<file path="src/rtl/emmc_cmd_responder_if.sv">
// CMD-line and decoded-command signal bundle between an eMMC host model and the device responder.
// slave = device side (responder), master = host/environment side.
interface emmc_cmd_responder_if;
    logic        cmd_i;
    logic        cmd_o;
    logic        cmd_oe;
    logic [31:0] resp_status;
    logic        rx_valid;
    logic [5:0]  rx_index;
    logic [31:0] rx_arg;
    logic        crc_err;
    logic        frame_err;

    modport slave (
        input  cmd_i, resp_status,
        output cmd_o, cmd_oe, rx_valid, rx_index, rx_arg, crc_err, frame_err
    );

    modport master (
        output cmd_i, resp_status,
        input  cmd_o, cmd_oe, rx_valid, rx_index, rx_arg, crc_err, frame_err
    );
endinterface

</file>
<file path="src/rtl/emmc_cmd_responder.sv">
// eMMC device CMD-line responder: receives 48-bit command frames and answers with an R1 frame.
// Latency: rx pulses one cycle after the end bit; response drive starts NCR cycles after the end bit.
// Backpressure: none, the CMD line is free-running; EMMC_CMD_CRC_CHECK_EN enables received-CRC7 rejection.
module emmc_cmd_responder #(
    parameter int NCR = 2
) (
    input  logic                 mclk,
    input  logic                 rstn,
    emmc_cmd_responder_if.slave  bus
);

`ifdef EMMC_CMD_CRC_CHECK_EN
    localparam bit CRC_CHK = 1'b1;
`else
    localparam bit CRC_CHK = 1'b0;
`endif

    typedef enum logic [1:0] {IDLE, RX, WAIT, TX} state_t;

    state_t      state, state_nxt;
    logic [5:0]  cnt;
    logic [45:0] rx_sr;
    logic [47:0] tx_sr;
    logic        rx_valid_q, crc_err_q, frame_err_q;
    logic [5:0]  rx_index_q;
    logic [31:0] rx_arg_q;
    logic        end_rx, frame_ok, crc_ok, accept;

    // Serial CRC7, x^7 + x^3 + 1, zero seed, MSB first.
    function automatic logic [6:0] crc7(input logic [39:0] d);
        logic [6:0] c;
        logic       fb;
        c = 7'd0;
        for (int i = 39; i >= 0; i--) begin
            fb = c[6] ^ d[i];
            c  = {c[5:0], 1'b0} ^ (fb ? 7'h09 : 7'h00);
        end
        return c;
    endfunction

    // rx_sr holds bits 2..47 when the end bit (cmd_i) is being sampled.
    always_comb begin
        end_rx   = (state == RX) && (cnt == 6'd47);
        frame_ok = rx_sr[45] & bus.cmd_i;
        crc_ok   = (crc7({1'b0, rx_sr[45:7]}) == rx_sr[6:0]);
        accept   = frame_ok & (crc_ok | ~CRC_CHK);
    end

    always_ff @(posedge mclk or negedge rstn) begin
        if (!rstn) state <= IDLE;
        else       state <= state_nxt;
    end

    always_comb begin
        state_nxt = state;
        case (state)
            IDLE: if (!bus.cmd_i) state_nxt = RX;
            RX:   if (cnt == 6'd47)
                      state_nxt = (accept && (rx_sr[44:39] != 6'd0)) ? WAIT : IDLE;
            WAIT: if (cnt == 6'd0) state_nxt = TX;
            TX:   if (cnt == 6'd47) state_nxt = IDLE;
            default: state_nxt = IDLE;
        endcase
    end

    always_comb begin
        bus.cmd_oe = (state == TX);
        bus.cmd_o  = (state == TX) ? tx_sr[47] : 1'b1;
    end

    always_ff @(posedge mclk or negedge rstn) begin
        if (!rstn) begin
            cnt   <= 6'd0;
            rx_sr <= '0;
            tx_sr <= '1;
        end else begin
            case (state)
                IDLE: cnt <= 6'd1;
                RX: begin
                    rx_sr <= {rx_sr[44:0], bus.cmd_i};
                    cnt   <= (cnt == 6'd47) ? 6'(NCR - 1) : cnt + 6'd1;
                end
                WAIT: begin
                    if (cnt == 6'd0) begin
                        tx_sr <= {2'b00, rx_index_q, bus.resp_status,
                                  crc7({2'b00, rx_index_q, bus.resp_status}), 1'b1};
                    end else begin
                        cnt <= cnt - 6'd1;
                    end
                end
                TX: begin
                    tx_sr <= {tx_sr[46:0], 1'b1};
                    cnt   <= cnt + 6'd1;
                end
                default: cnt <= 6'd0;
            endcase
        end
    end

    // A bad transmission/end bit masks any CRC failure.
    always_ff @(posedge mclk or negedge rstn) begin
        if (!rstn) begin
            rx_valid_q  <= 1'b0;
            crc_err_q   <= 1'b0;
            frame_err_q <= 1'b0;
            rx_index_q  <= 6'd0;
            rx_arg_q    <= 32'd0;
        end else begin
            rx_valid_q  <= end_rx & accept;
            crc_err_q   <= end_rx & frame_ok & ~crc_ok & CRC_CHK;
            frame_err_q <= end_rx & ~frame_ok;
            if (end_rx && accept) begin
                rx_index_q <= rx_sr[44:39];
                rx_arg_q   <= rx_sr[38:7];
            end
        end
    end

    assign bus.rx_valid  = rx_valid_q;
    assign bus.rx_index  = rx_index_q;
    assign bus.rx_arg    = rx_arg_q;
    assign bus.frame_err = frame_err_q;
`ifdef EMMC_CMD_CRC_CHECK_EN
    assign bus.crc_err   = crc_err_q;
`else
    assign bus.crc_err   = 1'b0;
`endif

endmodule

</file>
<file path="src/flat_wrapper.sv">
// flat-port wrapper written by rule: the top's interface ports become plain ports
module emmc_cmd_responder_flat 
#(
    parameter int NCR = 2
)
  (mclk, rstn, bus_cmd_i, bus_resp_status, bus_cmd_o, bus_cmd_oe, bus_rx_valid, bus_rx_index, bus_rx_arg, bus_crc_err, bus_frame_err);
  emmc_cmd_responder_if bus_i ();
  input  logic mclk;
  input  logic rstn;
  input wire logic [$bits(bus_i.cmd_i)-1:0] bus_cmd_i;
  input wire logic [$bits(bus_i.resp_status)-1:0] bus_resp_status;
  output wire logic [$bits(bus_i.cmd_o)-1:0] bus_cmd_o;
  output wire logic [$bits(bus_i.cmd_oe)-1:0] bus_cmd_oe;
  output wire logic [$bits(bus_i.rx_valid)-1:0] bus_rx_valid;
  output wire logic [$bits(bus_i.rx_index)-1:0] bus_rx_index;
  output wire logic [$bits(bus_i.rx_arg)-1:0] bus_rx_arg;
  output wire logic [$bits(bus_i.crc_err)-1:0] bus_crc_err;
  output wire logic [$bits(bus_i.frame_err)-1:0] bus_frame_err;
  assign bus_i.cmd_i = bus_cmd_i;
  assign bus_i.resp_status = bus_resp_status;
  assign bus_cmd_o = bus_i.cmd_o;
  assign bus_cmd_oe = bus_i.cmd_oe;
  assign bus_rx_valid = bus_i.rx_valid;
  assign bus_rx_index = bus_i.rx_index;
  assign bus_rx_arg = bus_i.rx_arg;
  assign bus_crc_err = bus_i.crc_err;
  assign bus_frame_err = bus_i.frame_err;
  emmc_cmd_responder #(.NCR(NCR)) u_core (.mclk(mclk), .rstn(rstn), .bus(bus_i));
endmodule
</file>
<file path="config.mk">
export PLATFORM = sky130hd
export DESIGN_NAME = emmc_cmd_responder_flat
export DESIGN_NICKNAME = d
export VERILOG_FILES = /design/src/rtl/emmc_cmd_responder_if.sv /design/src/rtl/emmc_cmd_responder.sv /design/src/flat_wrapper.sv
export SDC_FILE = /design/constraint.sdc
export NUM_CORES = 1
export LEC_CHECK = 0
export BUFFER_PORTS_ARGS = -buffer_cell sky130_fd_sc_hd__buf_2
export CORE_MARGIN = 3
export CORE_UTILIZATION = 58
export DETAILED_ROUTE_END_ITERATION = 8
export PLACE_DENSITY = 0.79
export SYNTH_ARGS = -nofsm -noshare
export SYNTH_HDL_FRONTEND = slang
export SYNTH_SLANG_ARGS = --single-unit
</file>
<file path="constraint.sdc">
create_clock -name mclk -period 2.99 [get_ports mclk]
set_input_delay 0 -clock mclk [delete_from_list [all_inputs] [get_ports mclk]]
set_output_delay 0 -clock mclk [all_outputs]
set_load 0.005 [all_outputs]
</file>
==> run summary <==
Flow run
- 0 — maximum capacitance violations

Floorplan
- 113 um — die outline height
- 38 — row count
- 12800 um^2 — die area
- 78 — Top Ports
- 113 um — horizontal die dimension
- 11000 um^2 — Core Footprint
- 60.1% — initial core utilization

Placement
- 724 — placed cells
- 9250 um — HPWL after detailed placement
- 0.936 — Routability Congestion
- 76 — number of buffers inserted by port buffering
- 7190 um^2 — cell area reported after detailed placement

GRT
- 0 — antenna violations before repair
- 4718 — number of global-route vias before repair
- 24600 um — wire length of the first global-routing pass
- 113 — maximum number of pins on one net before global-route repair
- 24.8% — combined global-route utilization of all metal layers
- 0 — total overflow reported by the global router

Routing
- 5980 um — wl on met1
- 4576 — total vias in the final route
- 932 um — WL met3
- 5 — drt pass-1 iters
- 14900 um — final routed wirelength across all metal layers
- 422 — DRC violation total after the first TritonRoute iteration
- 7600 um — met2 layer wire length in the routed design
- 5.81 — vias per cell
- met4 — top layer used by detailed routing
- 19.0 um — Wirelength per Cell
- 0 — remaining design rule violation count
- 0 — number of nets with antenna violations after detailed routing

Layout
- 8080 um^2 — Layout Cell Area excl Fill
- 674 — nets
- 39.4% — fraction of layout instances using a drive strength above 1
- 0 — number of antenna repair diodes
- 21.8% — area growth from synthesis to layout
- 788 — post-layout instance count excluding filler cells
- 73.2% — final core area utilization

Logic synthesis
- 12.6 um^2 — Mapped Avg Cell Area
- 527 — gate count of the mapped netlist
- 0 — number of enable flip-flop cells after synthesis
- 6630 um^2 — netlist area before placement
- 100% — proportion of synthesized flip-flops having asynchronous set or reset
- 141 — synthesized flop and latch total
- 565 — syn_nets
- 40 — number of distinct library cells after synthesis
- 54.1% — proportion of synthesized chip area in sequential cells
- dfrtp_1 — most instantiated flip-flop cell in the synthesis netlist
- 0 — Ys Warns

Clock tree
- 0 — CTS-repair resized insts
- 0.06 ns — post-CTS clock slew at the launch and capture registers of the worst setup and hold paths
- 4 — number of levels in the clock H-tree
- built — clock tree from TritonCTS
- 33 — hold-fix buffer count after cts
- 0 — # Post-CTS Setup Buffers
- 17 — TritonCTS buffer count
- 141 — clk sink count
- clkbuf_16 — CTS root buf
- 2 — CTS Buffer Depth
- 0.42 ns — clock latency of the later-clocked register in the worst-skew pair

Worst setup path
- 0.50 ns — worst stage delay on the critical path
- 3.34 ns — critical path required time
- 0 — WP buf/inv
- register — Critical Path Source Type
- xnor3_1, xor2_2, xor2_1, xnor3_1, xnor3_1, a21o_1 — ordered cell list for the critical path
- 2.96 ns — data arrival time of the worst path
- 0.38 ns — R2R setup slack
- XOR/XNOR gates — Worst path top cell family by delay
- xnor3_1 — Top cell by count, worst path
- 6 — length in cells of the worst reg-to-reg path
- u_core.bus.rx_index[1]$_DFFE_PN0P_ — critical path startpoint
- register to register — start-to-end type of the worst setup path
- xnor3_1 — Max stage delay cell, worst path
- u_core.bus.rx_index[1]$_DFFE_PN0P_ — startpoint of the most critical register-to-register path
- 6 — maximum fanout encountered on the critical timing path
- u_core.tx_sr[4]$_DFFE_PN1P_ — endpoint of the most critical register-to-register path
- register — Critical Path End Type

Power
- 0.00391 uW — static power due to leakage
- 777 nW/um^2 — ratio of total power to cell area
- 537 uV — worst ir drop on vdd
- 6280 uW — power consumption

Worst hold path
- 3 — hold path cells
- u_core.tx_sr[34]$_DFFE_PN1P_ — Worst Hold End
- bus_resp_status[26] — worst hold start
- input pin to register — hold crit path type

STA
- 87.4% — final worst-path cycle share
- 0 — number of endpoints with negative hold slack in the final report
- 0 ns — final setup TNS
- 0 — Max Transition Viols Final
- 0 — number of endpoints failing setup at the final stage
- 2.61 ns — minimum clock period after layout
- 35.8% — Slew Limit Headroom
- 383 MHz — Peak Freq
- no — RSZ-0062 raised after global routing
- 0.00771 ns — Max Clock Skew
- 0.963 ns — worst slew pin tran

Status
- finished, final reports clean — run status

[cells by family (layout without fill, tap and decap cells)]
| family | Yosys count | in the layout | synth area share (%) |
|---|---|---|---|
| and+or+nand+nor | 121 | 121 | 7.66 |
| adders and majority gates | 3 | 3 | 0.566 |
| DFF | 141 | 141 | 54.1 |
| buffers and inverters | 33 | 154 | 1.92 |
| muxes | 84 | 84 | 14.3 |
| AOI/OAI and AO/OA | 76 | 76 | 7.39 |
| xor gates and xnor gates | 68 | 68 | 14.1 |
| other | 1 | 1 | 0.0565 |
[worst max path at each step]
stage                                  endpoint  slack, ns  cells after the start
floorplan           u_core.tx_sr[4]$_DFFE_PN1P_       0.67                      6
global placement    u_core.tx_sr[3]$_DFFE_PN1P_       0.56                      6
detailed placement  u_core.tx_sr[6]$_DFFE_PN1P_       0.46                      6
CTS                 u_core.tx_sr[6]$_DFFE_PN1P_       0.45                      6
finish              u_core.tx_sr[4]$_DFFE_PN1P_       0.38                      6
global route        u_core.tx_sr[7]$_DFFE_PN1P_       0.24                      6
[placed cells by master, fill, tap and decap left out, types with 4 or more instances in the layout]
master	n
dfrtp_1	94
mux2_2	84
buf_2	75
nor2_1	64
dfstp_2	47
nand2_1	33
dlygate4sd3_1	33
o22ai_1	29
xnor2_1	27
xnor3_1	19
clkbuf_16	17
xor2_1	16
a22oi_1	15
o21ai_0	13
buf_4	9
a21oi_1	8
nand3_1	6
inv_1	4
[per-stage QoR]
stage               hold slack [ns]  worst slack (ns)
floorplan                    -0.296             0.669
global placement              0.181             0.555
detailed placement            0.201             0.465
CTS                          0.0392             0.449
global route                 0.0400             0.244
finish                       0.0482             0.377
[report_power, final]
part           total [uW]  internal (uW)  switching, uW
sequential           2650           2310            341
combinational        1630            974            659
clock                2000           1210            793
total                6280           4480           1790
[routing by layer]
layer	vias up	global-route usage [%]
met4	0	10.8
met2	196	40.6
met1	2293	32.2
met3	35	5.40
li1	2052	-
met5	-	0
[synthesized netlist by cell type, types with 2 or more instances]
cell	n	area (um^2)
mux2_2	84	946
o21ai_0	13	65.1
xor2_1	16	140
a22o_1	2	17.5
dfrtp_1	94	2350
xor2_2	2	32.5
a21oi_1	8	40.0
buf_1	5	18.8
xnor3_4	2	52.6
nor4_1	2	12.5
nor3_1	3	15.0
dfstp_2	47	1230
xnor3_1	19	428
nand2b_1	3	18.8
nand3_1	6	30.0
inv_1	4	15.0
a21o_1	3	22.5
xnor2_1	27	236
clkbuf_1	23	86.3
nor2_1	65	244
a22oi_1	15	113
o22ai_1	29	181
a32o_1	2	20.0
nor2b_1	3	18.8
ha_1	3	37.5
nand2_1	33	124
[state kept, by name, indices dropped and copies added (netlist names), named ones only]
register,cells
u_core.tx_sr,47
u_core.rx_sr,46
u_core.bus.rx_arg,32
u_core.bus.rx_index,6
u_core.cnt,6
u_core.bus.frame_err,1
u_core.bus.rx_valid,1
u_core.state,1
[cell type report]
type                       instances  area, um^2
clock inverter                     9        88.8
timing repair buffer             119         805
inverter                           4        15.0
clock buffer                      22         474
sequential                       141        3590
tap                              140         175
multi-input combinational        353        2930
fill                             722        2950
[worst reg2reg max path: cells and delay by family (launching register included)]
| family | cells | cell delay (ns) |
|---|---|---|
| xor+xnor | 5 | 1.90 |
| compound gates | 1 | 0.19 |
| flops | 1 | 0.47 |
No activity file was read; power rests on OpenSTA's default activity.
